==> src/rtl/vga_pkg.sv <==
// Shared VGA 640x480@60 timing constants, control-bit payload and decode helper.
// Optional frame counter is enabled by defining VGA_FRAME_CNT_EN.
package vga_pkg;

  localparam int unsigned COORD_W   = 10;

  localparam int unsigned H_VISIBLE = 640;
  localparam int unsigned H_FP      = 16;
  localparam int unsigned H_SYNC    = 96;
  localparam int unsigned H_BP      = 48;
  localparam int unsigned H_TOTAL   = H_VISIBLE + H_FP + H_SYNC + H_BP;

  localparam int unsigned V_VISIBLE = 480;
  localparam int unsigned V_FP      = 10;
  localparam int unsigned V_SYNC    = 2;
  localparam int unsigned V_BP      = 33;
  localparam int unsigned V_TOTAL   = V_VISIBLE + V_FP + V_SYNC + V_BP;

  localparam int unsigned H_SYNC_START = H_VISIBLE + H_FP;
  localparam int unsigned H_SYNC_END   = H_SYNC_START + H_SYNC - 1;
  localparam int unsigned V_SYNC_START = V_VISIBLE + V_FP;
  localparam int unsigned V_SYNC_END   = V_SYNC_START + V_SYNC - 1;

`ifdef VGA_FRAME_CNT_EN
  localparam int unsigned FRAME_CNT_W = 8;
`endif

  typedef struct packed {
    logic hsync;
    logic vsync;
    logic nocolor;
  } vga_ctrl_t;

  // Sync/blank levels for a given coordinate pair.
  function automatic vga_ctrl_t vga_decode(input logic [COORD_W-1:0] x,
                                           input logic [COORD_W-1:0] y);
    vga_ctrl_t d;
    d.hsync   = !((x >= COORD_W'(H_SYNC_START)) && (x <= COORD_W'(H_SYNC_END)));
    d.vsync   = !((y >= COORD_W'(V_SYNC_START)) && (y <= COORD_W'(V_SYNC_END)));
    d.nocolor = (x >= COORD_W'(H_VISIBLE)) || (y >= COORD_W'(V_VISIBLE));
    return d;
  endfunction

endpackage

==> src/rtl/vga_if.sv <==
// Timing bundle from vga_timing to the pixel pipeline.
// frame_cnt exists only when VGA_FRAME_CNT_EN is defined.
interface vga_if;
  import vga_pkg::*;

  logic [COORD_W-1:0] xcoord;
  logic [COORD_W-1:0] ycoord;
  logic               nocolor;
  logic               hsync;
  logic               vsync;
  logic               frame_start;
`ifdef VGA_FRAME_CNT_EN
  logic [FRAME_CNT_W-1:0] frame_cnt;
`endif

  modport master (
    output xcoord, ycoord, nocolor, hsync, vsync, frame_start
`ifdef VGA_FRAME_CNT_EN
    , output frame_cnt
`endif
  );

  modport slave (
    input xcoord, ycoord, nocolor, hsync, vsync, frame_start
`ifdef VGA_FRAME_CNT_EN
    , input frame_cnt
`endif
  );

endinterface

==> src/rtl/vga_wrap_counter.sv <==
// Enabled modulo-(MAX+1) counter with synchronous active-low clear.
// Exposes its next value so downstream decode can be registered in step with it.
module vga_wrap_counter #(
  parameter int unsigned W   = 10,
  parameter int unsigned MAX = 799
) (
  input  logic         clk,
  input  logic         clr_n,
  input  logic         en,
  output logic [W-1:0] count,
  output logic [W-1:0] count_nxt_c,
  output logic         wrap_c
);

  logic [W-1:0] count_q;

  assign wrap_c = en && (count_q == W'(MAX));

  always_comb begin
    count_nxt_c = count_q;
    if (en) begin
      count_nxt_c = (count_q == W'(MAX)) ? '0 : count_q + W'(1);
    end
  end

  always_ff @(posedge clk) begin
    if (!clr_n) count_q <= '0;
    else        count_q <= count_nxt_c;
  end

  assign count = count_q;

endmodule

==> src/rtl/vga_timing.sv <==
// 640x480@60 VGA timing generator: 25 MHz pixel tick from 50 MHz clk, registered syncs.
// Define VGA_FRAME_CNT_EN to add the 8-bit frame counter output.
module vga_timing
  import vga_pkg::*;
(
  input  logic clk,
  input  logic rst_n,
  vga_if.master vga
);

  logic               pix_en;
  logic [COORD_W-1:0] xcnt, ycnt;
  logic [COORD_W-1:0] xcnt_nxt_c, ycnt_nxt_c;
  logic               hwrap_c, vwrap_c;
  logic               frame_wrap_c;
  vga_ctrl_t          ctrl_q;
  logic               frame_start_q;

  vga_wrap_counter #(.W(COORD_W), .MAX(H_TOTAL - 1)) u_hcnt (
    .clk         (clk),
    .clr_n       (rst_n),
    .en          (pix_en),
    .count       (xcnt),
    .count_nxt_c (xcnt_nxt_c),
    .wrap_c      (hwrap_c)
  );

  vga_wrap_counter #(.W(COORD_W), .MAX(V_TOTAL - 1)) u_vcnt (
    .clk         (clk),
    .clr_n       (rst_n),
    .en          (hwrap_c),
    .count       (ycnt),
    .count_nxt_c (ycnt_nxt_c),
    .wrap_c      (vwrap_c)
  );

  assign frame_wrap_c = hwrap_c && vwrap_c;

  // Decode the counters' next values so the registered flags line up with the coordinates.
  always_ff @(posedge clk) begin
    if (!rst_n) begin
      pix_en        <= 1'b0;
      ctrl_q        <= '{hsync: 1'b1, vsync: 1'b1, nocolor: 1'b1};
      frame_start_q <= 1'b0;
    end else begin
      pix_en        <= ~pix_en;
      ctrl_q        <= vga_decode(xcnt_nxt_c, ycnt_nxt_c);
      frame_start_q <= frame_wrap_c;
    end
  end

`ifdef VGA_FRAME_CNT_EN
  logic [FRAME_CNT_W-1:0] frame_cnt_q;

  always_ff @(posedge clk) begin
    if (!rst_n) frame_cnt_q <= '0;
    else        frame_cnt_q <= frame_cnt_q + FRAME_CNT_W'(frame_wrap_c);
  end

  assign vga.frame_cnt = frame_cnt_q;
`endif

  assign vga.xcoord      = xcnt;
  assign vga.ycoord      = ycnt;
  assign vga.hsync       = ctrl_q.hsync;
  assign vga.vsync       = ctrl_q.vsync;
  assign vga.nocolor     = ctrl_q.nocolor;
  assign vga.frame_start = frame_start_q;

endmodule

==> src/flat_wrapper.sv <==
// flat-port wrapper written by rule: the top's interface ports become plain ports
module vga_timing_flat import vga_pkg::*;
  (clk, rst_n, vga_xcoord, vga_ycoord, vga_nocolor, vga_hsync, vga_vsync, vga_frame_start);
  vga_if vga_i ();
  input  logic clk;
  input  logic rst_n;
  output wire logic [$bits(vga_i.xcoord)-1:0] vga_xcoord;
  output wire logic [$bits(vga_i.ycoord)-1:0] vga_ycoord;
  output wire logic [$bits(vga_i.nocolor)-1:0] vga_nocolor;
  output wire logic [$bits(vga_i.hsync)-1:0] vga_hsync;
  output wire logic [$bits(vga_i.vsync)-1:0] vga_vsync;
  output wire logic [$bits(vga_i.frame_start)-1:0] vga_frame_start;
  assign vga_xcoord = vga_i.xcoord;
  assign vga_ycoord = vga_i.ycoord;
  assign vga_nocolor = vga_i.nocolor;
  assign vga_hsync = vga_i.hsync;
  assign vga_vsync = vga_i.vsync;
  assign vga_frame_start = vga_i.frame_start;
  vga_timing u_core (.clk(clk), .rst_n(rst_n), .vga(vga_i));
endmodule
==> config.mk <==
export PLATFORM = sky130hd
export DESIGN_NAME = vga_timing_flat
export DESIGN_NICKNAME = d
export VERILOG_FILES = /design/src/rtl/vga_pkg.sv /design/src/rtl/vga_if.sv /design/src/rtl/vga_wrap_counter.sv /design/src/rtl/vga_timing.sv /design/src/flat_wrapper.sv
export SDC_FILE = /design/constraint.sdc
export NUM_CORES = 1
export LEC_CHECK = 0
export BUFFER_PORTS_ARGS = -buffer_cell sky130_fd_sc_hd__buf_2
export CAP_MARGIN = 25
export CORE_ASPECT_RATIO = 1.1
export CORE_MARGIN = 2
export CORE_UTILIZATION = 45
export CTS_CLUSTER_SIZE = 25
export DETAILED_ROUTE_END_ITERATION = 12
export GPL_ROUTABILITY_DRIVEN = 0
export PLACE_DENSITY = 0.67
export RECOVER_POWER = 100
export SLEW_MARGIN = 20
export SYNTH_ARGS = -nofsm -noshare
export SYNTH_HDL_FRONTEND = slang
export SYNTH_SLANG_ARGS = --single-unit
==> constraint.sdc <==
create_clock -name clk -period 2.25 [get_ports clk]
set_input_delay 0.1125 -clock clk [delete_from_list [all_inputs] [get_ports clk]]
set_output_delay 0.1125 -clock clk [all_outputs]
set_load 0.01 [all_outputs]
==> flow_metrics.tcl, run 1 <==
set metrics [dict create \
    port_buffers 25 \
    worst_slack_ns 0.203 \
    place_inst 215 \
    layout_commonest_cell "clkbuf_1" \
    synth_nets 161 \
    syn_area_per_cell_sq_um 8.96 \
    track_usage_pct 19.5 \
    fp.dieW_um 57.1 \
    slew_violations 0 \
    cts_inserted_buffers 3 \
    cp_cell_sequence "nand4_1, or2_0, or3_1, mux2i_1, or4_1" \
    worst_setup_path_start_kind "register" \
    cp_top_family "simple AND/OR/NAND/NOR gates" \
    max_freq_ghz 0.489 \
    yosysSeqAreaShare_pct 35.8 \
    grt-busiest-layer "met2" \
    path_max_fanout 7 \
    synth_flop_cell "dfxtp_1" \
    synth_edf_count 0 \
    grt_pass1_vias 1240 \
    initial_core_util_pct 46.7 \
    ys_warn_count 0 \
    cap_violations 0 \
    fin_util_pct 51.1 \
    leakagePower_nw 0.536 \
    hpwl_mm 2.47 \
    path_buf_inv 0 \
    ys_types 49 \
    vias 1318 \
    fin_setup_tns_ns 0 \
    htreeDepth 1 \
    vdd_ir_drop_max_v 0.000353 \
    viasPerCell 6.02 \
    grt_util_met1_pct 22.8 \
    wl_mm 3.28 \
    cts.sinks 25 \
    drtPass1Iterations 4 \
    cts_tree "built" \
    post-route-period-util_pct 91.0 \
    grt_util_met2_pct 33.8 \
    grt_max_degree 23 \
    dieArea_sq_um 3570 \
    period_needed_ns 2.05 \
    rsz0062_at_grt "no" \
    arrival_ns 2.25 \
    cts.reportedPaths.clkPinSlew_ns 0.14 \
    cts_resized 0 \
    antenna_found_initial 0 \
    nNetsFinal 191 \
    max_slew.worst_pin.slew_ns 0.404 \
    max_stage_delay_ns 0.49 \
    fin_cells 219 \
    cts_setup_buffers 0 \
    cp_data_required_time_ns 2.45 \
    status "finished clean" \
    slowest_stage "or4_1" \
    synth-seq-cells 25 \
    ctsHoldBuffers 0 \
    final_antenna_net_count 0 \
    grt_pass1_wl_mm 5.53 \
    n_antenna_cell 0 \
    drt_iter0_markers 64 \
    syn-cell-area_sq_um 1400 \
    drc 0 \
    final_hold_viol_count 0 \
    grt.overflow.total 0 \
    die_height_um 62.5 \
    power_density_nw_per_um2 445 \
    io_pins 26 \
    drive_gt1_share_pct 9.19 \
    relSlewSlack_pct 72.7 \
    wl_per_cell_um 15.0 \
    hold_path.class "input port to register" \
    final_cell_mix "clkbuf_1 (27), dfxtp_1 (25), nand2_1 (15)" \
    syn_inst 156 \
    worstSkewPairLatency_ns 0.32 \
    synthArstFlopShare_pct 0 \
    endpoint_kind "register" \
    syn2layout_area_growth_pct 9.58 \
    core-area_sq_um 3000 \
    worst_clock_skew_ns 0.00761 \
    fillers 317 \
    met3_usage_pct 2.48 \
    setup_viol 0 \
    fp-row-count 21 \
    cts_root_buf "clkbuf_4" \
    clockBufferDepth 2 \
    crit_type "register to register" \
    preCtsSetupSlack_ns 0.280 \
]
-- metal layers --
metal,vias to the layer above,share of wire (%)
met2,38,49
met4,0,3.6
met1,629,43
met5,-,0
met3,13,3.5
li1,638,-
-- cell families (layout without fill, tap and decap cells) --
| logic type | Yosys count | count (layout) | synth area share, % |
|---|---|---|---|
| AOI/OAI and AO/OA | 27 | 27 | 13.2 |
| xor gates and xnor gates | 10 | 10 | 6.27 |
| adders and majority gates | 3 | 3 | 2.69 |
| buffers and inverters | 10 | 39 | 5.10 |
| DFF | 25 | 25 | 35.8 |
| muxes | 2 | 2 | 1.43 |
| and+or+nand+nor | 79 | 79 | 35.5 |
-- registers in the layout, indices dropped and copies added, names as in the netlist --
name                    count
u_core.vga.hsync            1
u_core.u_vcnt.count        10
u_core.pix_en               1
u_core.vga.frame_start      1
u_core.vga.nocolor          1
u_core.vga.vsync            1
u_core.u_hcnt.count        10
-- synthesized netlist by cell type (all sizes together) (2+ instances only) --
cell type	n	area (sq um)
o211a	2	20.0
nor4	2	12.5
inv	3	11.3
nor4b	2	38.8
nand4	4	25.0
nor2	6	22.5
buf	3	33.8
ha	3	37.5
nor2b	3	18.8
nand3	10	50.1
o21a	2	15.0
a21boi	5	37.5
and3	2	13.8
clkbuf	4	26.3
o22ai	2	12.5
or3	3	23.8
a21oi	3	15.0
xnor2	5	43.8
and2	9	56.3
nand3b	2	15.0
dfxtp	25	500
xor2	5	43.8
and4	6	55.1
or4	4	32.5
nand2	15	56.3
o21ai	7	35.0
nor3	7	40.0
mux2i	2	20.0
-- worst paths after layout --
path,endpoint,cells past startpoint,slack (ns),from
max reg2reg,u_core.vga.hsync$_SDFF_PN1_,5,0.20,u_core.u_hcnt.count[2]$_SDFF_PN0_
min reg2reg,u_core.u_hcnt.count[1]$_SDFF_PN0_,2,0.58,u_core.u_hcnt.count[1]$_SDFF_PN0_
max,u_core.vga.hsync$_SDFF_PN1_,5,0.20,u_core.u_hcnt.count[2]$_SDFF_PN0_
min,u_core.u_vcnt.count[2]$_SDFF_PN0_,2,0.20,rst_n
-- stage by stage --
stage / area (sq um) / hold WS, ns / total power [mW]
CTS: 1580 / 0.185 / 0.695
finish: 1530 / 0.197 / 0.681
global route: 1530 / 0.190 / 0.713
global placement: 1560 / 0.509 / 0.491
detailed placement: 1560 / 0.510 / 0.491
floorplan: 1400 / 0.253 / 0.482
-- power breakdown --
part           switching, mW  internal, mW  total (mW)
logic                 0.0156        0.0104      0.0260
registers            0.00458         0.448       0.453
clock network          0.133        0.0693       0.202
-- area by class of cell --
cell class	instances	area, sq um	area share [%]
Clock buffer	4	26.3	1.72
Sequential cell	25	500	32.7
Tap cell	34	42.5	2.78
Multi-Input combinational cell	121	818	53.4
Inverter	3	11.3	0.735
Timing Repair Buffer	32	133	8.66
-- worst reg2reg max path: cells and delay by family (launching register included) --
kind / cells / cell delay, ns
simple gates: 4 / 1.36
mux: 1 / 0.13
flops: 1 / 0.45
Power figures use the tool's default switching activity.
==> run 2: changes to the inputs <==
Settings changed: ABC_AREA set to 1, CORE_UTILIZATION 45 to 37, PLACE_DENSITY 0.67 to not set.
==> flow_metrics.tcl, run 2 <==
set metrics [dict create \
    wl_per_cell_um 11.3 \
    ys_top_cells_by_area "dfxtp_1 (33%), nand2_1 (18%), nor2_1 (8.4%)" \
    hold_path.class "input port to register" \
    relSlewSlack_pct 74.4 \
    cts_resized 0 \
    post-route-period-util_pct 83.5 \
    antenna_found_initial 0 \
    arrival_ns 2.06 \
    rsz0062_at_grt "no" \
    cap_violations 0 \
    cts_tree "built" \
    yosysSeqAreaShare_pct 33.0 \
    nNetsFinal 274 \
    synth_edf_count 0 \
    final_hold_viol_count 0 \
    initial_core_util_pct 38.5 \
    drt_iter0_markers 77 \
    setup_viol 0 \
    syn-cell-area_sq_um 1520 \
    vdd_ir_drop_max_v 0.000186 \
    yosysMostFrequentCell "nand2_1" \
    synth-seq-cells 25 \
    fp-row-count 24 \
    clockBufferDepth 2 \
    grt_max_degree 16 \
    worst_setup_path_start_kind "register" \
    syn_inst 240 \
    cp_common_cell "nor2_1" \
    io_pins 26 \
    track_usage_pct 16.5 \
    die_height_um 71.1 \
    ys_warn_count 0 \
    syn2layout_area_growth_pct 11.9 \
    synthArstFlopShare_pct 0 \
    htreeDepth 1 \
    max_slew.worst_pin.slew_ns 0.382 \
    viasPerCell 4.69 \
    hpwl_mm 2.80 \
    cts.reportedPaths.clkPinSlew_ns 0.10 \
    cp_data_required_time_ns 2.43 \
    yosys-top-cells-count "nand2_1 (72), nor2_1 (34), inv_1 (31)" \
    cts_root_buf "clkbuf_8" \
    crit_type "register to register" \
    synth_flop_cell "dfxtp_1" \
    synth_nets 245 \
    worst_clock_skew_ns 0.00985 \
    n_antenna_cell 0 \
    port_buffers 25 \
    synth_top_cell_by_area "dfxtp_1" \
    slowest_stage "dfxtp_1" \
    cts_setup_buffers 0 \
    drtPass1Iterations 4 \
    cts_inserted_buffers 3 \
    path_max_fanout 9 \
    status "finished clean" \
    syn_area_per_cell_sq_um 6.31 \
    core-area_sq_um 3930 \
    power_density_nw_per_um2 451 \
    drive_gt1_share_pct 9.33 \
    final_cell_mix "nand2_1 (72), nor2_1 (37), inv_1 (31)" \
    worst_slack_ns 0.370 \
    fp.dieW_um 65.0 \
    period_needed_ns 1.88 \
    endpoint_kind "register" \
    drc 0 \
    final_antenna_net_count 0 \
    ys_types 27 \
    leakagePower_nw 0.778 \
    layout_commonest_cell "nand2_1" \
    grt_pass1_wl_mm 5.99 \
    slew_violations 0 \
    ctsHoldBuffers 0 \
    fin_setup_tns_ns 0 \
    vias 1500 \
    cts.sinks 25 \
    dieArea_sq_um 4620 \
    grt_pass1_vias 1330 \
    preCtsSetupSlack_ns 0.453 \
    max_freq_ghz 0.532 \
    grt.overflow.total 0 \
    yosysTopAreaCellShare_pct 33.0 \
    wl_mm 3.62 \
    worstSkewPairLatency_ns 0.28 \
    cp_cell_sequence "ha_1, nand2_1, nor2_4, nand4_1, nand3_1, nor2_1, nor2_1, nand3_2" \
    max_stage_delay_ns 0.39 \
]
## run 2: through the flow
stage                     std cells  hold WS (ns)  utilization [%]  instance area, sq um  power (mW)
after floorplan                 240         0.261                -                  1520       0.482
after global placement          316         0.426             43.3                  1700       0.494
after detailed placement        316         0.428             43.3                  1700       0.495
after CTS                       320         0.130             44.6                  1750       0.781
after global routing            320         0.152             43.1                  1700       0.791
final                           320         0.132             43.1                  1700       0.765
## run 2: where the power goes
part	internal [mW]	total [mW]	switching, mW
Sequential	0.448	0.454	0.00668
Combinational	0.00940	0.0281	0.0187
Clock	0.126	0.283	0.157
## run 2: worst paths after layout
path,slack (ns),end,depth (start not counted),from
worst max-delay path,0.37,u_core.vga.nocolor$_SDFF_PN1_,8,u_core.u_hcnt.count[0]$_SDFF_PN0_
worst min-delay path,0.13,u_core.vga.nocolor$_SDFF_PN1_,4,rst_n
worst max register to register,0.37,u_core.vga.nocolor$_SDFF_PN1_,8,u_core.u_hcnt.count[0]$_SDFF_PN0_
worst min register to register,0.51,u_core.u_hcnt.count[0]$_SDFF_PN0_,2,u_core.u_hcnt.count[0]$_SDFF_PN0_
## run 2: cell families (layout without fill, tap and decap cells)
logic type / count (synthesis) / count (layout) / share of synthesized area (%)
simple gates: 155 / 155 / 47.3
buf+inv: 40 / 68 / 9.99
flops: 25 / 25 / 33.0
compound gates: 13 / 13 / 4.87
xor+xnor: 4 / 4 / 2.31
fa+ha+maj: 3 / 3 / 2.48
## run 2: area by class of cell
| class | instances | area, sq um |
|---|---|---|
| clock buffer | 3 | 41.3 |
| clock inverter | 1 | 7.51 |
| fill | 459 | 2240 |
| inverter | 38 | 143 |
| multi-input combinational | 175 | 836 |
| sequential | 25 | 500 |
| tap | 52 | 65.1 |
| timing repair buffer | 26 | 103 |
## run 2: critical path, delay by kind of cell, from the launching register on
kind | cells | cell delay, ns
adder cells (fa/ha/maj) | 1 | 0.20
flip-flops | 1 | 0.39
AND/OR/NAND/NOR | 7 | 1.20
## run 2: per-layer routing
metal	GRT usage (%)	up-vias	part of all wire, %
met5	0	-	0
met4	5.56	0	1.2
met3	1.43	4	3.0
met2	26.8	25	46
met1	23.0	667	49
li1	-	804	-
